## src/rtl/cce_cfg_sequencer_if.sv

```systemverilog
// IO command / response channel between the CCE config sequencer and the
// config bus slave. Signal names keep the sequencer-side direction suffix.
interface cce_cfg_sequencer_if #(
  parameter int paddr_width_p  = 40,
  parameter int lce_id_width_p = 4
) ();

  logic                      io_cmd_v_o;
  logic [paddr_width_p-1:0]  io_cmd_addr_o;
  logic [63:0]               io_cmd_data_o;
  logic [lce_id_width_p-1:0] io_cmd_lce_id_o;
  logic                      io_cmd_yumi_i;
  logic                      io_resp_v_i;
  logic                      io_resp_ready_o;

  // Sequencer side: issues commands, consumes acknowledges
  modport master (
    output io_cmd_v_o, io_cmd_addr_o, io_cmd_data_o, io_cmd_lce_id_o,
    output io_resp_ready_o,
    input  io_cmd_yumi_i, io_resp_v_i
  );

  // Config bus slave side
  modport slave (
    input  io_cmd_v_o, io_cmd_addr_o, io_cmd_data_o, io_cmd_lce_id_o,
    input  io_resp_ready_o,
    output io_cmd_yumi_i, io_resp_v_i
  );

endinterface

```

## src/rtl/cce_cfg_sequencer.sv

```systemverilog
// Boot-time configuration master for the coherence engine. After reset it
// freezes the CCE, copies the instruction ROM into microcode RAM, sets the
// operating mode, optionally unfreezes, then waits for every write to be
// acknowledged before raising done_o.
module cce_cfg_sequencer #(
  parameter int          paddr_width_p         = 40,
  parameter int          lce_id_width_p        = 4,
  parameter int          inst_width_p          = 48,
  parameter int          inst_ram_addr_width_p = 8,
  parameter int          inst_ram_els_p        = 256,
  parameter bit          skip_ram_init_p       = 1'b0,
  parameter bit          clear_freeze_p        = 1'b1,
  parameter int          credits_p             = 8,
  parameter logic [63:0] cfg_base_addr_p       = 64'h20_0000
) (
  input  logic                             clk_i,
  input  logic                             reset_n_i,
  input  logic [lce_id_width_p-1:0]        lce_id_i,
  output logic [inst_ram_addr_width_p-1:0] rom_addr_o,
  input  logic [inst_width_p-1:0]          rom_data_i,
  cce_cfg_sequencer_if.master              io_cmd,
  output logic                             done_o
);

  localparam int credit_width_lp = $clog2(credits_p + 1);
  localparam logic [credit_width_lp-1:0] credits_lp = credit_width_lp'(credits_p);
  localparam logic [inst_ram_addr_width_p-1:0] last_index_lp =
    inst_ram_addr_width_p'(inst_ram_els_p - 1);

  localparam logic [paddr_width_p-1:0] freeze_addr_lp =
    paddr_width_p'(cfg_base_addr_p + 64'h008);
  localparam logic [paddr_width_p-1:0] mode_addr_lp =
    paddr_width_p'(cfg_base_addr_p + 64'h010);
  localparam logic [paddr_width_p-1:0] ucode_base_lp =
    paddr_width_p'(cfg_base_addr_p + 64'h8000);

  typedef enum logic [2:0] {
    S_RESET,
    S_FREEZE,
    S_UCODE,
    S_MODE,
    S_UNFREEZE,
    S_DRAIN,
    S_DONE
  } state_e;

  state_e                           state_reg;
  logic [inst_ram_addr_width_p-1:0] index_reg;
  logic [credit_width_lp-1:0]       credit_reg;
  logic                             done_reg;

  logic                             cmd_state;
  logic                             cmd_v;
  logic                             accept;
  logic [paddr_width_p-1:0]         cmd_addr;
  logic [63:0]                      cmd_data;

  // Valid is decoded purely from registers, so a response that frees the
  // last credit only re-enables issue on the following cycle.
  assign cmd_state = (state_reg == S_FREEZE) || (state_reg == S_UCODE) ||
                     (state_reg == S_MODE)   || (state_reg == S_UNFREEZE);
  assign cmd_v     = cmd_state && (credit_reg < credits_lp);
  assign accept    = cmd_v && io_cmd.io_cmd_yumi_i;

  // Address/data for the write presented in the current state; the ROM
  // word is used combinationally since it follows rom_addr_o in-cycle.
  always_comb begin
    cmd_addr = freeze_addr_lp;
    cmd_data = '0;
    case (state_reg)
      S_FREEZE: begin
        cmd_addr = freeze_addr_lp;
        cmd_data = 64'd1;
      end
      S_UCODE: begin
        cmd_addr = ucode_base_lp + (paddr_width_p'(index_reg) << 3);
        cmd_data = 64'(rom_data_i);
      end
      S_MODE: begin
        cmd_addr = mode_addr_lp;
        cmd_data = 64'd1;
      end
      S_UNFREEZE: begin
        cmd_addr = freeze_addr_lp;
        cmd_data = 64'd0;
      end
      default: begin
        cmd_addr = freeze_addr_lp;
        cmd_data = '0;
      end
    endcase
  end

  // Outstanding-command counter; a response with nothing outstanding (for
  // example one left over from before a reset) is dropped.
  always_ff @(posedge clk_i or negedge reset_n_i) begin
    if (!reset_n_i) begin
      credit_reg <= '0;
    end else if (accept && !io_cmd.io_resp_v_i) begin
      credit_reg <= credit_reg + 1'b1;
    end else if (!accept && io_cmd.io_resp_v_i && (credit_reg != '0)) begin
      credit_reg <= credit_reg - 1'b1;
    end
  end

  // Sequencing FSM: one config write per command state, then drain.
  always_ff @(posedge clk_i or negedge reset_n_i) begin
    if (!reset_n_i) begin
      state_reg <= S_RESET;
      index_reg <= '0;
      done_reg  <= 1'b0;
    end else begin
      case (state_reg)
        S_RESET:    state_reg <= S_FREEZE;
        S_FREEZE:   if (accept) state_reg <= skip_ram_init_p ? S_MODE : S_UCODE;
        S_UCODE: begin
          if (accept) begin
            if (index_reg == last_index_lp) begin
              // Parking the index at 0 keeps rom_addr_o quiet afterwards
              index_reg <= '0;
              state_reg <= S_MODE;
            end else begin
              index_reg <= index_reg + 1'b1;
            end
          end
        end
        S_MODE:     if (accept) state_reg <= clear_freeze_p ? S_UNFREEZE : S_DRAIN;
        S_UNFREEZE: if (accept) state_reg <= S_DRAIN;
        S_DRAIN: begin
          if (credit_reg == '0) begin
            state_reg <= S_DONE;
            done_reg  <= 1'b1;
          end
        end
        S_DONE:     state_reg <= S_DONE;
        default:    state_reg <= S_RESET;
      endcase
    end
  end

  assign rom_addr_o             = index_reg;
  assign io_cmd.io_cmd_v_o      = cmd_v;
  assign io_cmd.io_cmd_addr_o   = cmd_addr;
  assign io_cmd.io_cmd_data_o   = cmd_data;
  assign io_cmd.io_cmd_lce_id_o = lce_id_i;
  assign io_cmd.io_resp_ready_o = 1'b1;
  assign done_o                 = done_reg;

endmodule

```

## src/flat_wrapper.sv

```systemverilog
// flat-port wrapper written by rule: the top's interface ports become plain ports
module cce_cfg_sequencer_flat 
#(
  parameter int          paddr_width_p         = 40,
  parameter int          lce_id_width_p        = 4,
  parameter int          inst_width_p          = 48,
  parameter int          inst_ram_addr_width_p = 8,
  parameter int          inst_ram_els_p        = 256,
  parameter bit          skip_ram_init_p       = 1'b0,
  parameter bit          clear_freeze_p        = 1'b1,
  parameter int          credits_p             = 8,
  parameter logic [63:0] cfg_base_addr_p       = 64'h20_0000
)
  (clk_i, reset_n_i, lce_id_i, rom_addr_o, rom_data_i, done_o, io_cmd_io_cmd_v_o, io_cmd_io_cmd_addr_o, io_cmd_io_cmd_data_o, io_cmd_io_cmd_lce_id_o, io_cmd_io_resp_ready_o, io_cmd_io_cmd_yumi_i, io_cmd_io_resp_v_i);
  cce_cfg_sequencer_if #(.paddr_width_p(paddr_width_p), .lce_id_width_p(lce_id_width_p)) io_cmd_i ();
  input  logic clk_i;
  input  logic reset_n_i;
  input  logic [lce_id_width_p-1:0] lce_id_i;
  output logic [inst_ram_addr_width_p-1:0] rom_addr_o;
  input  logic [inst_width_p-1:0] rom_data_i;
  output logic done_o;
  output wire logic [$bits(io_cmd_i.io_cmd_v_o)-1:0] io_cmd_io_cmd_v_o;
  output wire logic [$bits(io_cmd_i.io_cmd_addr_o)-1:0] io_cmd_io_cmd_addr_o;
  output wire logic [$bits(io_cmd_i.io_cmd_data_o)-1:0] io_cmd_io_cmd_data_o;
  output wire logic [$bits(io_cmd_i.io_cmd_lce_id_o)-1:0] io_cmd_io_cmd_lce_id_o;
  output wire logic [$bits(io_cmd_i.io_resp_ready_o)-1:0] io_cmd_io_resp_ready_o;
  input wire logic [$bits(io_cmd_i.io_cmd_yumi_i)-1:0] io_cmd_io_cmd_yumi_i;
  input wire logic [$bits(io_cmd_i.io_resp_v_i)-1:0] io_cmd_io_resp_v_i;
  assign io_cmd_io_cmd_v_o = io_cmd_i.io_cmd_v_o;
  assign io_cmd_io_cmd_addr_o = io_cmd_i.io_cmd_addr_o;
  assign io_cmd_io_cmd_data_o = io_cmd_i.io_cmd_data_o;
  assign io_cmd_io_cmd_lce_id_o = io_cmd_i.io_cmd_lce_id_o;
  assign io_cmd_io_resp_ready_o = io_cmd_i.io_resp_ready_o;
  assign io_cmd_i.io_cmd_yumi_i = io_cmd_io_cmd_yumi_i;
  assign io_cmd_i.io_resp_v_i = io_cmd_io_resp_v_i;
  cce_cfg_sequencer #(.paddr_width_p(paddr_width_p), .lce_id_width_p(lce_id_width_p), .inst_width_p(inst_width_p), .inst_ram_addr_width_p(inst_ram_addr_width_p), .inst_ram_els_p(inst_ram_els_p), .skip_ram_init_p(skip_ram_init_p), .clear_freeze_p(clear_freeze_p), .credits_p(credits_p), .cfg_base_addr_p(cfg_base_addr_p)) u_core (.clk_i(clk_i), .reset_n_i(reset_n_i), .lce_id_i(lce_id_i), .rom_addr_o(rom_addr_o), .rom_data_i(rom_data_i), .io_cmd(io_cmd_i), .done_o(done_o));
endmodule
```

## config.mk

```make
export PLATFORM = sky130hd
export DESIGN_NAME = cce_cfg_sequencer_flat
export DESIGN_NICKNAME = d
export VERILOG_FILES = /design/src/rtl/cce_cfg_sequencer_if.sv /design/src/rtl/cce_cfg_sequencer.sv /design/src/flat_wrapper.sv
export SDC_FILE = /design/constraint.sdc
export NUM_CORES = 1
export LEC_CHECK = 0
export BUFFER_PORTS_ARGS = -buffer_cell sky130_fd_sc_hd__buf_2
export CAP_MARGIN = 20
export CORE_MARGIN = 2
export CORE_UTILIZATION = 36
export DETAILED_ROUTE_END_ITERATION = 10
export MAX_ROUTING_LAYER = met4
export PLACE_DENSITY = 0.84
export RECOVER_POWER = 100
export SLEW_MARGIN = 5
export SYNTH_ARGS = -nofsm -noshare
export SYNTH_HDL_FRONTEND = slang
export SYNTH_SLANG_ARGS = --single-unit
```

## constraint.sdc

```tcl
create_clock -name clk_i -period 2.9 [get_ports clk_i]
set_input_delay 0.58 -clock clk_i [delete_from_list [all_inputs] [get_ports clk_i]]
set_output_delay 0.58 -clock clk_i [all_outputs]
set_load 0.005 [all_outputs]
```

== Word level (Yosys, flattened, before mapping) ==
Index checks and enable logic that the tools add are counted.

* Bits in registers: 16
* Bits of input ports: 56
* Output and inout port bits: 119
* Word-level logic and storage cells: 52

* Add/subtract/negate cells: 4
* Magnitude comparators: 1
* Equal/unequal tests: 13
* Muxes and demuxes: 12
* Reductions and logical operators: 18

{| class="wikitable"
|+ Operators by type and width
! operator !! number
|-
| $pmux W48 S2 || 1
|-
| $pmux W40 S2 || 1
|-
| $add A22 B11 Y23 const A || 1
|-
| $pmux W3 S7 || 1
|-
| $mux W3 || 6
|-
| $ne A2 B1 Y1 const B || 5
|-
| $eq A3 B3 Y1 const B || 3
|-
| $add A8 B1 Y8 const B || 1
|-
| $eq A8 B8 Y1 const B || 1
|-
| $mux W4 || 2
|-
| $mux W8 || 1
|-
| $eq A3 B2 Y1 const B || 2
|-
| $reduce_and A6 Y1 || 1
|-
| $logic_and A1 B1 Y1 || 5
|-
| $add A4 B1 Y4 const B || 1
|-
| $logic_not A4 Y1 || 1
|-
| $lt A4 B4 Y1 const B || 1
|-
| $reduce_and A2 Y1 || 2
|-
| $reduce_bool A4 Y1 || 1
|-
| $sub A4 B1 Y4 const B || 1
|-
| $eq A3 B1 Y1 const B || 1
|-
| $logic_not A3 Y1 || 1
|-
| $logic_or A1 B1 Y1 || 3
|-
| $logic_not A1 Y1 || 2
|-
| 3 further kinds || 3
|}

== Depth between registers and ports, before layout ==
* Depth in word-level cells: 11
* Gate-level depth with buffers: 9
* Gate-level depth less buffers: 7

== Worst setup path after synthesis ==
No wires, ideal clock.

* Kind: in2reg
* From: input port io_cmd_io_cmd_yumi_i
* To: register u_core.credit_reg[2]
* Library setup time: 0.126 ns
* Arrival: 2.087 ns
* Data required time: 2.774 ns
* Path slack: 0.687 ns
* Stages on the path: 6
* Cells stage by stage: nor2b_1 nand4_1 fa_1 xor2_1 and3_1 a311o_1

* Longest elaborated chain between the ends: 5
* Elaborated cells on any way between the ends: 7
* Classes of those cells: mux (1); reduce/logical (6)

{| class="wikitable"
|+ RTL lines
! element !! RTL line !! text
|-
| from (decl) || flat_wrapper.sv:27 || <nowiki>input wire logic [$bits(io_cmd_i.io_cmd_yumi_i)-1:0] io_cmd_io_cmd_yumi_i;</nowiki>
|-
| $logic_and A1 B1 Y1 (*) || cce_cfg_sequencer.sv:63 || <nowiki>assign accept = cmd_v && io_cmd.io_cmd_yumi_i;</nowiki>
|-
| $logic_not A1 Y1 || cce_cfg_sequencer.sv:101 || <nowiki>end else if (!accept && io_cmd.io_resp_v_i && (credit_reg != '0)) begin</nowiki>
|-
| $logic_and A1 B1 Y1 (2 in a row) || cce_cfg_sequencer.sv:101 ||
|-
| $reduce_bool A2 Y1 (no line) || - ||
|-
| to (signal assigned) || cce_cfg_sequencer.sv:100 || <nowiki>credit_reg <= credit_reg + 1'b1;</nowiki>
|-
| to (signal assigned) || cce_cfg_sequencer.sv:102 || <nowiki>credit_reg <= credit_reg - 1'b1;</nowiki>
|-
| to (decl) || cce_cfg_sequencer.sv:49 || <nowiki>logic [credit_width_lp-1:0] credit_reg;</nowiki>
|}

Every way passes the cells marked *; elsewhere a longest branch is shown, timed or not.
A chain may end at the register's enable or synchronous reset.

== Final worst setup path ==
* From: register u_core.state_reg[2]
* To: output port io_cmd_io_cmd_data_o[47]

* Longest elaborated chain between the ends: 3
* Elaborated cells on any way between the ends: 5
* Classes of those cells: eq/ne (3); mux (1); reduce/logical (1)

{| class="wikitable"
|+ RTL lines
! element !! RTL line !! text
|-
| from (decl) || cce_cfg_sequencer.sv:47 || <nowiki>state_e state_reg;</nowiki>
|-
| from (signal assigned) || cce_cfg_sequencer.sv:115 || <nowiki>S_FREEZE: if (accept) state_reg <= skip_ram_init_p ? S_MODE : S_UCODE;</nowiki>
|-
| from (signal assigned) || cce_cfg_sequencer.sv:127 || <nowiki>S_MODE: if (accept) state_reg <= clear_freeze_p ? S_UNFREEZE : S_DRAIN;</nowiki>
|-
| $eq A3 B2 Y1 or $eq A3 B1 Y1 (tied branches) || cce_cfg_sequencer.sv:70 || <nowiki>case (state_reg)</nowiki>
|-
| $reduce_or A2 Y1 (no line) || - ||
|-
| $pmux W48 S2 (*) || cce_cfg_sequencer.sv:70 ||
|-
| to (decl) || flat_wrapper.sv:24 || <nowiki>output wire logic [$bits(io_cmd_i.io_cmd_data_o)-1:0] io_cmd_io_cmd_data_o;</nowiki>
|}

Marks and branches as above.

==> flow_summary.html <==
<table>
<tr><th>Metric</th><th>Value</th></tr>
<tr><th colspan="2">Yosys</th></tr>
<tr><td>Prevailing post-synth register cell</td><td>sky130_fd_sc_hd__dfrtp_1</td></tr>
<tr><td>Yosys warnings</td><td>0</td></tr>
<tr><td>Fraction of synthesis flops using an asynchronous set or reset pin</td><td>100%</td></tr>
<tr><td>Number of storage elements in the synthesis netlist</td><td>16</td></tr>
<tr><td>Yosys cell types</td><td>40</td></tr>
<tr><td>Number of enable flip-flop cells after synthesis</td><td>0</td></tr>
<tr><td>Count of mapped cells out of synthesis</td><td>217</td></tr>
<tr><td>Sequential-to-total area share from yosys stat</td><td>22.8%</td></tr>
<tr><td>Avg Inst Size Synth</td><td>8.08 µm²</td></tr>
<tr><td>Mapped Area</td><td>1750 µm²</td></tr>
<tr><th colspan="2">Drt</th></tr>
<tr><td>Average routed wire per standard cell</td><td>12.5 µm</td></tr>
<tr><td>Total via count in the routed design</td><td>1,701</td></tr>
<tr><td>Total wire length</td><td>4870 µm</td></tr>
<tr><td>Detailed-route DRC error count</td><td>0</td></tr>
<tr><td>Violation count after the first detailed-routing iteration</td><td>27</td></tr>
<tr><td>Number of nets with antenna violations after routing</td><td>0</td></tr>
<tr><td>Pre-antenna DRT Iters</td><td>4</td></tr>
<tr><td>Drt via density</td><td>4.35</td></tr>
<tr><th colspan="2">Floorplan</th></tr>
<tr><td>Boundary pin count</td><td>175</td></tr>
<tr><td>Row count</td><td>25</td></tr>
<tr><td>Die Footprint</td><td>5440 µm²</td></tr>
<tr><td>Starting Density</td><td>37.1%</td></tr>
<tr><td>Floorplan die width</td><td>73.8 µm</td></tr>
<tr><td>Vertical extent of the die</td><td>73.8 µm</td></tr>
<tr><td>Core Footprint</td><td>4720 µm²</td></tr>
<tr><th colspan="2">Worst setup path</th></tr>
<tr><td>Maximum fanout encountered on the critical timing path</td><td>54</td></tr>
<tr><td>Max stage delay cell, worst path</td><td>sky130_fd_sc_hd__dfrtp_1</td></tr>
<tr><td>R2r worst-path depth</td><td>6</td></tr>
<tr><td>Crit path cell chain</td><td>nand2b_1, nor2_2, buf_4, and2_0, buf_2</td></tr>
<tr><td>Capturing point of the worst reg2reg path</td><td>u_core.credit_reg[2]$_DFFE_PN0P_</td></tr>
<tr><td>Critical Path End Type</td><td>output pin</td></tr>
<tr><td>CP Class</td><td>reg2out</td></tr>
<tr><td>WP data arrival</td><td>1.83 ns</td></tr>
<tr><td>Required time of the critical path</td><td>2.32 ns</td></tr>
<tr><td>Critical path startpoint category</td><td>register</td></tr>
<tr><td>Startpoint of the most critical register-to-register path</td><td>u_core.state_reg[1]$_DFFE_PN0P_</td></tr>
<tr><td>Internal reg-to-reg setup slack</td><td>0.56 ns</td></tr>
<tr><td>Crit-path max cell delay</td><td>0.49 ns</td></tr>
<tr><th colspan="2">STA</th></tr>
<tr><td>Min Clock Period, post-route</td><td>2.41 ns</td></tr>
<tr><td>Transition time of the tightest slew-check pin</td><td>0.950 ns</td></tr>
<tr><td>Post-Route Hold Slack</td><td>0.423 ns</td></tr>
<tr><td>Max transition margin</td><td>36.1%</td></tr>
<tr><td>Post-route clock skew</td><td>0.00201 ns</td></tr>
<tr><td>Summed negative setup slack over all endpoints</td><td>0 ns</td></tr>
<tr><td>Peak clock frequency supported by timing</td><td>414 MHz</td></tr>
<tr><td>Share of the clock period used by the worst path</td><td>83.2%</td></tr>
<tr><td>Count of final hold-check violations</td><td>0</td></tr>
<tr><td>Setup violation total in the final timing report</td><td>0</td></tr>
<tr><td>Number of pins exceeding their max-slew limit in the final report</td><td>0</td></tr>
<tr><td>RSZ-0062 raised after global routing</td><td>no</td></tr>
<tr><th colspan="2">Place</th></tr>
<tr><td>Quantity of I/O buffers inserted on ports</td><td>118</td></tr>
<tr><td>Post-DP HPWL</td><td>4040 µm</td></tr>
<tr><td>Area post-placement</td><td>2170 µm²</td></tr>
<tr><td>Weighted congestion at the end of routability-driven global placement</td><td>0.881</td></tr>
<tr><th colspan="2">Cells and area</th></tr>
<tr><td>Combined area of the multi-input logic cells</td><td>1070 µm²</td></tr>
<tr><td>Share of post-route cells with drive strength above 1</td><td>31.2%</td></tr>
<tr><td>Number of nets in the layout</td><td>385</td></tr>
<tr><td>Post-route cell area</td><td>2180 µm²</td></tr>
<tr><td>Flip-flop count of the largest register, all copies and words added</td><td>8</td></tr>
<tr><td>Area taken by flip-flops and latches</td><td>400 µm²</td></tr>
<tr><td>Antenna diodes</td><td>0</td></tr>
<tr><td>Fillcell total</td><td>490</td></tr>
<tr><td>Synthesis-to-layout area growth</td><td>24.6%</td></tr>
<tr><th colspan="2">Power</th></tr>
<tr><td>P per Cell Area</td><td>617 nW/µm²</td></tr>
<tr><td>Cell leakage power</td><td>1.21 nW</td></tr>
<tr><td>Total power consumption of the routed design</td><td>1.35 mW</td></tr>
<tr><td>Worst IR Drop VDD</td><td>0.413 mV</td></tr>
<tr><th colspan="2">Min path</th></tr>
<tr><td>Hold Crit Class</td><td>in2async</td></tr>
<tr><th colspan="2">Clock tree</th></tr>
<tr><td>Num CTS Buffers</td><td>3</td></tr>
<tr><td>Root buffer selected by CTS</td><td>sky130_fd_sc_hd__clkbuf_8</td></tr>
<tr><td>Cts repair resizes</td><td>0</td></tr>
<tr><td>Hold-fix buffers at CTS</td><td>0</td></tr>
<tr><td>Setup fix buffers added after clock tree synthesis</td><td>0</td></tr>
<tr><td>TritonCTS clock tree</td><td>done</td></tr>
<tr><td>Clock latency on the worst-skew pair</td><td>0.25 ns</td></tr>
<tr><td>CTS H-tree depth</td><td>1</td></tr>
<tr><td>CTS sink count</td><td>16</td></tr>
<tr><td>Clock transition time at the flip-flop clock pins of the worst setup and hold paths</td><td>0.07 ns</td></tr>
<tr><td>Clock buffer depth</td><td>2</td></tr>
<tr><th colspan="2">Global route</th></tr>
<tr><td>Vias in the first global route</td><td>1,305</td></tr>
<tr><td>Overall routing resource usage</td><td>15.7%</td></tr>
<tr><td>Total global routing overflow</td><td>0</td></tr>
<tr><td>Maximum number of pins on one net before global-route repair</td><td>55</td></tr>
<tr><td>Initial antenna violation count</td><td>0</td></tr>
<tr><td>Global-route wire length before repair</td><td>6420 µm</td></tr>
<tr><th colspan="2">Flow run</th></tr>
<tr><td>Reported max-cap violation count</td><td>0</td></tr>
<tr><th colspan="2">Outcome</th></tr>
<tr><td>Outcome</td><td>completed</td></tr>
</table>
==> cells in the final DEF (no fill, tap or decap), drive strengths merged, types with 2 or more instances in the layout <==
cell type,n
ha,3
and2,55
nor3b,2
nand2b,2
conb,48
nand4,4
clkbuf,36
a41o,2
and4,2
inv,3
nor2,5
a21oi,9
xor2,2
nand3,3
dfrtp,16
nor4,2
nand2,12
xnor2,3
o21ai,4
buf,87
mux2i,3
and3,4
a31oi,4
mux2,2
==> cell usage after synthesis (all sizes together) (2+ instances only) <==
cell type / n / area (µm²)
o21ai: 4 / 20.0
xor2: 2 / 17.5
and2: 55 / 344
a31oi: 4 / 25.0
ha: 3 / 37.5
nand4: 4 / 25.0
a41o: 2 / 20.0
xnor2: 3 / 26.3
nand2: 12 / 45.0
nand3: 3 / 20.0
clkbuf: 6 / 22.5
and4: 2 / 17.5
a21oi: 9 / 45.0
dfrtp: 16 / 400
and3: 4 / 30.0
conb: 2 / 7.51
nand2b: 2 / 12.5
buf: 56 / 417
mux2: 2 / 22.5
nor2: 5 / 18.8
mux2i: 3 / 30.0
nor4: 2 / 25.0
nor3b: 2 / 15.0
inv: 3 / 11.3
==> routing by layer <==
layer / up-vias / track usage (%) / wire length [µm]
met5: - / - / 0
met2: 94 / 24.4 / 2360
met1: 764 / 21.7 / 2080
met3: 9 / 1.65 / 370
li1: 834 / - / -
met4: 0 / 4.24 / 69
==> power breakdown <==
group          internal (mW)  switching [mW]  total, mW
sequential             0.295           0.123      0.418
combinational          0.348           0.381      0.728
clock                  0.120          0.0804      0.201
total                  0.763           0.584       1.35
==> worst max path at each step <==
stage | startpoint | end | slack [ns] | cells after the start
5_1_grt | u_core.state_reg[2]$_DFFE_PN0P_ | io_cmd_io_cmd_data_o[47] | 0.34 | 5
6_report | u_core.state_reg[2]$_DFFE_PN0P_ | io_cmd_io_cmd_data_o[47] | 0.49 | 5
2_1_floorplan | io_cmd_io_cmd_yumi_i | u_core.credit_reg[2]$_DFFE_PN0P_ | 0.69 | 6
3_3_place_gp | io_cmd_io_cmd_yumi_i | u_core.credit_reg[2]$_DFFE_PN0P_ | 0.50 | 7
4_1_cts | u_core.state_reg[2]$_DFFE_PN0P_ | io_cmd_io_cmd_data_o[47] | 0.49 | 5
3_5_place_dp | io_cmd_io_cmd_yumi_i | u_core.credit_reg[2]$_DFFE_PN0P_ | 0.42 | 7
==> kinds of logic after synthesis <==
group | synth area share [%]
multiplexers | 3.00
other | 0.428
AND/OR/NAND/NOR | 32.5
flip-flops | 22.8
buffers and inverters | 25.7
adder cells (fa/ha/maj) | 3.28
AO/OA/AOI/OAI | 9.71
XOR/XNOR | 2.50
==> per-stage QoR <==
step | worst slack [ns] | utilization, % | cells
after floorplan | 0.687 | - | 263
after global placement | 0.497 | 46.0 | 387
after detailed placement | 0.421 | 46.0 | 387
after CTS | 0.486 | 47.1 | 391
after global routing | 0.345 | 46.3 | 391
final | 0.486 | 46.3 | 391
==> layout make-up <==
cell class / instances / share of cell area, %
sequential: 16 / 18.3
multi-input combinational: 182 / 49.0
clock buffer: 4 / 2.52
inverter: 3 / 0.515
tap: 67 / 3.84
timing repair buffer: 119 / 25.8
==> worst max-delay path, delay by kind of cell (launching register included) <==
kind          cells  cell delay, ns
flops             1            0.49
buf+inv           2            0.48
simple gates      3            0.60
Power figures use the tool's default switching activity.
